===== config.mk =====
export PLATFORM = sky130hd
export DESIGN_NAME = dcm_sp_obufds_tx
export DESIGN_NICKNAME = d
export VERILOG_FILES = /design/src/rtl/dcm_sp_obufds_tx.sv
export SDC_FILE = /design/constraint.sdc
export NUM_CORES = 1
export LEC_CHECK = 0
export ABC_AREA = 1
export ABC_CLOCK_PERIOD_IN_PS = 5500
export BUFFER_PORTS_ARGS = -buffer_cell sky130_fd_sc_hd__buf_2
export CAP_MARGIN = 10
export CORE_MARGIN = 1
export CORE_UTILIZATION = 55
export CTS_CLUSTER_SIZE = 8
export DETAILED_ROUTE_END_ITERATION = 10
export PLACE_DENSITY = 0.76
export SETUP_SLACK_MARGIN = 0.4
export SLEW_MARGIN = 5
export SYNTH_ARGS = -nofsm -noshare
export SYNTH_HDL_FRONTEND = slang
export SYNTH_SLANG_ARGS = --single-unit

===== constraint.sdc =====
create_clock -name clk_in -period 5.5 [get_ports clk_in]
set_input_delay 0.55 -clock clk_in [delete_from_list [all_inputs] [get_ports clk_in]]
set_output_delay 0.55 -clock clk_in [all_outputs]
set_load 0.02 [all_outputs]

===== src/rtl/dcm_sp_obufds_tx.sv =====
// 7:1 LVDS panel transmitter: panel timing generation, RGB888 lane packing and
// serialisation onto four data lanes plus a forwarded clock lane, each as a _p/_n pair.
module dcm_sp_obufds_tx #(
    parameter int unsigned H_TOTAL  = 1440,
    parameter int unsigned H_ACTIVE = 1280,
    parameter int unsigned V_TOTAL  = 823,
    parameter int unsigned V_ACTIVE = 800
) (
    input  logic       clk_in,
    input  logic       rst,
    input  logic [7:0] red,
    input  logic [7:0] green,
    input  logic [7:0] blue,
    output logic       new_pixel,
    output logic       ck1in_p,
    output logic       ck1in_n,
    output logic       rxin0_p,
    output logic       rxin0_n,
    output logic       rxin1_p,
    output logic       rxin1_n,
    output logic       rxin2_p,
    output logic       rxin2_n,
    output logic       rxin3_p,
    output logic       rxin3_n
);

    localparam int unsigned SLOT_W = 3;
    localparam int unsigned H_W    = 11;
    localparam int unsigned V_W    = 10;
    localparam int unsigned WORD_W = 7;
    localparam int unsigned LANES  = 4;

    localparam logic [SLOT_W-1:0] SLOT_LAST   = SLOT_W'(WORD_W - 1);
    localparam logic [WORD_W-1:0] CLK_PATTERN = 7'b1100011;
    localparam logic [H_W-1:0]    H_LAST      = H_W'(H_TOTAL - 1);
    localparam logic [H_W-1:0]    H_ACT       = H_W'(H_ACTIVE);
    localparam logic [V_W-1:0]    V_LAST      = V_W'(V_TOTAL - 1);
    localparam logic [V_W-1:0]    V_ACT       = V_W'(V_ACTIVE);

    typedef struct packed {
        logic [WORD_W-1:0] lane3;
        logic [WORD_W-1:0] lane2;
        logic [WORD_W-1:0] lane1;
        logic [WORD_W-1:0] lane0;
    } lane_words_t;

    logic [SLOT_W-1:0] slot;
    logic [H_W-1:0]    hcount;
    logic [V_W-1:0]    vcount;
    lane_words_t       words;
    lane_words_t       words_next_c;
    logic              latch_c;
    logic              h_wrap_c;
    logic              hs_c;
    logic              vs_c;
    logic              de_c;
    logic [LANES-1:0]  data_bits_c;
    logic              clk_bit_c;

    assign latch_c  = (slot == SLOT_LAST);
    assign h_wrap_c = (hcount == H_LAST);
    assign hs_c     = (hcount < H_ACT);
    assign vs_c     = (vcount < V_ACT);
    assign de_c     = hs_c & vs_c;

    // Bit-slot counter within one 7-bit word.
    always_ff @(posedge clk_in or posedge rst) begin
        if (rst) begin
            slot <= '0;
        end else if (latch_c) begin
            slot <= '0;
        end else begin
            slot <= slot + SLOT_W'(1);
        end
    end

    // Pixel and line counters, stepped once per word.
    always_ff @(posedge clk_in or posedge rst) begin
        if (rst) begin
            hcount <= '0;
            vcount <= '0;
        end else if (latch_c) begin
            if (h_wrap_c) begin
                hcount <= '0;
                vcount <= (vcount == V_LAST) ? '0 : vcount + V_W'(1);
            end else begin
                hcount <= hcount + H_W'(1);
            end
        end
    end

    // Lane packing; flags come from the pre-increment counters of this pixel.
    always_comb begin
        words_next_c       = '0;
        words_next_c.lane3 = {red[6], red[7], green[6], green[7], blue[6], blue[7], 1'b1};
        words_next_c.lane2 = {blue[2], blue[3], blue[4], blue[5], hs_c, vs_c, de_c};
        words_next_c.lane1 = {green[1], green[2], green[3], green[4], green[5], blue[0], blue[1]};
        words_next_c.lane0 = {red[0], red[1], red[2], red[3], red[4], red[5], green[0]};
    end

    always_ff @(posedge clk_in or posedge rst) begin
        if (rst) begin
            words <= '0;
        end else if (latch_c) begin
            words <= words_next_c;
        end
    end

    always_ff @(posedge clk_in or posedge rst) begin
        if (rst) begin
            new_pixel <= 1'b0;
        end else begin
            new_pixel <= latch_c;
        end
    end

    // Bit selection uses the pre-edge slot, so the pads lag the slot by one cycle.
    always_comb begin
        data_bits_c = '0;
        clk_bit_c   = 1'b0;
        data_bits_c = {words.lane3[slot], words.lane2[slot], words.lane1[slot], words.lane0[slot]};
        clk_bit_c   = CLK_PATTERN[slot];
    end

    // Both halves of every pair are flopped so _n is the exact complement even in reset.
    always_ff @(posedge clk_in or posedge rst) begin
        if (rst) begin
            ck1in_p <= 1'b0;
            ck1in_n <= 1'b1;
            rxin0_p <= 1'b0;
            rxin0_n <= 1'b1;
            rxin1_p <= 1'b0;
            rxin1_n <= 1'b1;
            rxin2_p <= 1'b0;
            rxin2_n <= 1'b1;
            rxin3_p <= 1'b0;
            rxin3_n <= 1'b1;
        end else begin
            ck1in_p <= clk_bit_c;
            ck1in_n <= ~clk_bit_c;
            rxin0_p <= data_bits_c[0];
            rxin0_n <= ~data_bits_c[0];
            rxin1_p <= data_bits_c[1];
            rxin1_n <= ~data_bits_c[1];
            rxin2_p <= data_bits_c[2];
            rxin2_n <= ~data_bits_c[2];
            rxin3_p <= data_bits_c[3];
            rxin3_n <= ~data_bits_c[3];
        end
    end

endmodule


# Yosys cells after proc, flatten, opt, wreduce, memory -nomap -nowiden

Memories as Yosys holds them, arrays and structs flattened.
Cells that the tools add are included.

Memories: 1
Bits of input ports: 26
Memory bits (read-only): 8
Flip-flop bits (word level): 63

Magnitude comparators: 3
Reduce and logical (&&, ||, !) cells: 1
Bitwise gates (word level): 6
Multiplexer cells: 12
Add/sub/neg operators: 3
Eq/ne operators: 3

Memories:

| memory           | depth | width | read ports | clocked after Yosys merged registers in | write ports | line | source |
|---|---|---|---|---|---|---|---|
| (name not given) | 8     | 1     | 1          | 0                                       | 0           | 122  | `clk_bit_c = CLK_PATTERN[slot];` |

Operators with widths:

| kind                                                       | count |
|---|---|
| binary-select mux 1 bit (select 3 bit)                     | 4 |
| adder 11 x 1 -> 11 bit, second input constant              | 1 |
| equality test 11 bit, second input constant                | 1 |
| less-than comparator 11 bit, second input constant         | 1 |
| two-way mux 11 bit                                         | 1 |
| adder 10 x 1 -> 10 bit, second input constant              | 1 |
| equality test 10 bit, second input constant                | 1 |
| less-than comparator 10 bit, second input constant         | 1 |
| two-way mux 10 bit                                         | 1 |
| two-way mux 1 bit                                          | 5 |
| inverter 1 bit                                             | 5 |
| less-than comparator 3 x 4 -> 1 bit, second input constant | 1 |
| adder 3 x 1 -> 3 bit, second input constant                | 1 |
| equality test 3 bit, second input constant                 | 1 |
| two-way mux 3 bit                                          | 1 |
| AND reduction 2 bit                                        | 1 |
| AND 1 bit                                                  | 1 |

# Logic depth before layout (Yosys ltp)

Depth in word-level cells: 3
Mapped depth: 9
Gate-level depth less buffers: 8

# Worst setup path after synthesis

No wires, ideal clock.

Path kind: flip-flop to flip-flop
Start: reg hcount[0]
End: reg vcount[6]
Period minus slack after synthesis: 1285 ps
Arrival: 1161 ps
Path slack: 4215 ps
Buffers on the path: 1
Required time: 5377 ps
Stages on the path, launching flop included: 8
Setup time: 123 ps
Cell sequence: dfrtp_1 -> ha_1 -> inv_1 -> nor2_1 -> nand4_1 -> buf_2 -> nand2_1 -> o21ai_1

Word-level cells in the longest chain between the ends: 2

RTL lines:

| element                              | line | source |
|---|---|---|
| start: declaration                   | 48   | `logic [H_W-1:0] hcount;` |
| start signal: assignment             | 87   | `hcount <= hcount + H_W'(1);` |
| equality test 11 bit                 | 61   | `assign h_wrap_c = (hcount == H_LAST);` |
| AND reduction 2 bit (no source line) | -    |  |
| end signal: assignment               | 85   | `vcount <= (vcount == V_LAST) ? '0 : vcount + V_W'(1);` |
| end: declaration                     | 49   | `logic [V_W-1:0] vcount;` |

Every way passes these cells.
A chain may end at the register's enable or synchronous reset.

# Final worst setup path

Start: reg slot[0]
End: reg vcount[0]

Word-level cells in the longest chain between the ends: 2

RTL lines:

| element                              | line | source |
|---|---|---|
| start: declaration                   | 47   | `logic [SLOT_W-1:0] slot;` |
| start signal: assignment             | 73   | `slot <= slot + SLOT_W'(1);` |
| equality test 3 bit                  | 60   | `assign latch_c = (slot == SLOT_LAST);` |
| AND reduction 2 bit (no source line) | -    |  |

Every way passes these cells.

==> summary.md <==
| Metric | Value |
|---|---|
| TritonCTS buffer count | `9` |
| Most numerous cell in the Yosys netlist | `nand2_1` |
| Hold Vio Cnt, Final | `0` |
| Cts hold-fix bufs | `0` |
| Syn_nets | `393` |
| First-pass GRT wire length | `9630 um` |
| R2R Setup Slk | `2.98 ns` |
| Cell Area, Synth | `2960 um^2` |
| Reg clk slew, reported paths | `0.07 ns` |
| Number of global-route vias before repair | `2209` |
| Outcome | `complete, no violations` |
| EDFF count, synth | `0` |
| DRC Markers | `0` |
| Critical Path Fanout Max | `28` |
| DP Wirelength | `3910 um` |
| CP max stage delay | `0.68 ns` |
| Height of the die | `75.3 um` |
| Starting Density | `57.5%` |
| Vias/cell | `5.00` |
| PD cells | `282 nW/um^2` |
| Area share of fa/ha/maj cells after synthesis | `1.27%` |
| Worst slew pin tran | `0.799 ns` |
| Die W | `75.3 um` |
| WP data required | `5.70 ns` |
| CTS tree | `done` |
| Syn_area_per_cell | `8.12 um^2` |
| Startpoint Class | `flip-flop` |
| Core Rows | `26` |
| CP Cell Sequence | `nor2_4, buf_4, nand4_1, nand2_1, o21ai_1` |
| Main combinational cell family by area after synthesis | `simple AND/OR/NAND/NOR gates` |
| Register area share after synthesis | `53.5%` |
| Worst-case clock buffer depth | `2` |
| Setup WS pre-CTS | `2.98 ns` |
| Post-CTS Setup Repair Bufs | `0` |
| DR pass1 iterations | `4` |
| RSZ-0062 raised after global routing | `false` |
| Largest net degree at the start of global routing | `64` |
| Worst hold-check path type | `in -> reg` |
| Post-synth top cells | `134 x nand2_1, 58 x dfrtp_1, 39 x inv_1` |
| Routed len/inst | `11.9 um` |
| Gate Count Post-Synth | `364` |
| #FFs+latches synth | `63` |
| Synth Area in XOR/XNOR | `2.07%` |
| Hold Path Cell Cnt | `3` |
| N_diodes | `0` |
| Area growth, synth to finish | `14.3%` |
| Port buffer count | `36` |
| Synth top area share | `49.1%` |
| Leak Pwr | `1.69 nW` |
| Post-Synth Simple-Gate Area | `28.4%` |
| Number of vias in the routed layout | `2384` |
| IO Pins | `37` |
| Final Non-Filler Cells | `477` |
| CTS root buf | `clkbuf_8` |
| Post-route ant nets | `0` |
| Compound-gate portion of the synthesized area | `7.15%` |
| Total gr overflow | `0` |
| Largest cells by area after synthesis | `dfrtp_1 49%, nand2_1 17%, inv_1 5.0%, dfstp_2 4.4%, nand3_1 4.1%` |
| GPL Wtd Cong | `0.936` |
| Max Clk Rate | `396 MHz` |
| MaxCap Viol Count | `0` |
| Share of layout cells above drive strength 1 | `16.7%` |
| Unique masters post-synth | `28` |
| Async S/R FF share, synth | `100%` |
| Crit path DAT | `2.72 ns` |
| Clock Sink Count | `63` |
| Clock skew | `0.00500 ns` |
| CP max stage cell | `nand4_1` |
| Placed insts | `461` |
| Top_reg_cell synth | `dfrtp_1` |
| Setup TNS | `0 ns` |
| Synth Warn # | `0` |
| Peak VDD IR | `0.229 mV` |
| Core area | `5140 um^2` |
| Layout net count | `431` |
| Final Worst Setup Slack | `2.98 ns` |
| Cts repair resizes | `0` |
| Clock Latency Late Sink | `0.34 ns` |
| Worst R2R Path Depth | `5` |
| Dominant cell type by area after synthesis | `dfrtp_1` |
| Worst Setup End Kind | `flip-flop` |
| Die ar. | `5670 um^2` |
| Fin crit share | `45.9%` |
| Relative slew slack | `46.6%` |
| Max Transition Viols Final | `0` |
| Initial antenna violation count | `0` |
| Post-Route WL | `5670 um` |
| Htree depth | `3` |
| CP Class | `reg -> reg` |
| Initial DRC Count | `145` |
| Fraction of synthesized area in multiplexers | `0%` |
| # setup viols final | `0` |
| Gr usage total | `23.0%` |
| Final worst path period need | `2.52 ns` |
==> cell usage in the layout (no fill, tap or decap), drive strengths merged <==
master / instances
buf: 38
nand3b: 2
dfrtp: 58
nand3: 25
dfstp: 5
inv: 40
a21oi: 4
or2: 2
clkinv: 2
nand2: 135
nor2: 29
ha: 3
xnor2: 3
clkbuf: 10
o21ai: 27
o21bai: 1
nor3: 4
xor2: 4
o211ai: 3
nand4: 4
clkinvlp: 2
a21o: 1
o22ai: 3
bufinv: 2
==> routing by layer <==
layer  wire length (um)  track usage [%]  up-vias
met5                  0                0        -
met4                144             13.6        0
met3                177             4.63       17
met2               2580             34.8       50
met1               2770             30.8     1100
li1                   -                -     1217
==> sequential cells by signal, indices dropped and copies added, names as in the netlist <==
signal,count
new_pixel,1
rxin2_p,1
rxin1_p,1
rxin2_n,1
rxin0_n,1
rxin3_n,1
words,28
ck1in_p,1
rxin1_n,1
rxin0_p,1
ck1in_n,1
hcount,11
vcount,10
rxin3_p,1
slot,3
==> layout make-up <==
| type | instances | area [um^2] |
|---|---|---|
| Clock inverter | 6 | 85.1 |
| Tap cell | 70 | 87.6 |
| Multi-Input combinational cell | 250 | 1150 |
| Sequential cell | 63 | 1580 |
| Inverter | 40 | 150 |
| Fill cell | 459 | 1760 |
| Timing Repair Buffer | 38 | 195 |
| Clock buffer | 10 | 128 |
==> final timing paths <==
path | from | endpoint
worst min-delay path | red[3] | words[3]
worst max-delay path | slot[0] | vcount[0]
min in group asynchronous | rst | hcount[6]
worst min register to register | words[21] | words[21]
max in group asynchronous | rst | slot[2]
worst max register to register | slot[0] | vcount[0]
==> report_power, final <==
part	switching, mW	internal (mW)
registers	0.00491	0.476
clock network	0.179	0.253
logic	0.0240	0.0140
==> through the flow <==
step	instance area [um^2]	power (mW)	util [%]	hold WS, ns
floorplan	2960	0.510	-	0.434
global placement	3170	0.527	61.6	0.458
detailed placement	3170	0.528	61.6	0.452
CTS	3380	0.962	65.7	0.394
global route	3380	0.984	65.7	0.406
finish	3380	0.952	65.7	0.407
==> logic make-up after synthesis <==
logic type	count (synthesis)
flip-flops	63
adder cells (fa/ha/maj)	3
AND/OR/NAND/NOR	201
AO/OA/AOI/OAI	39
XOR/XNOR	7
buffers and inverters	51
==> critical path, delay by kind of cell, from the launching register on <==
family | cells | cell delay, ns
and+or+nand+nor | 3 | 1.39
DFF | 1 | 0.55
buffers and inverters | 1 | 0.36
AOI/OAI and AO/OA | 1 | 0.09
Power figures use the tool's default switching activity.
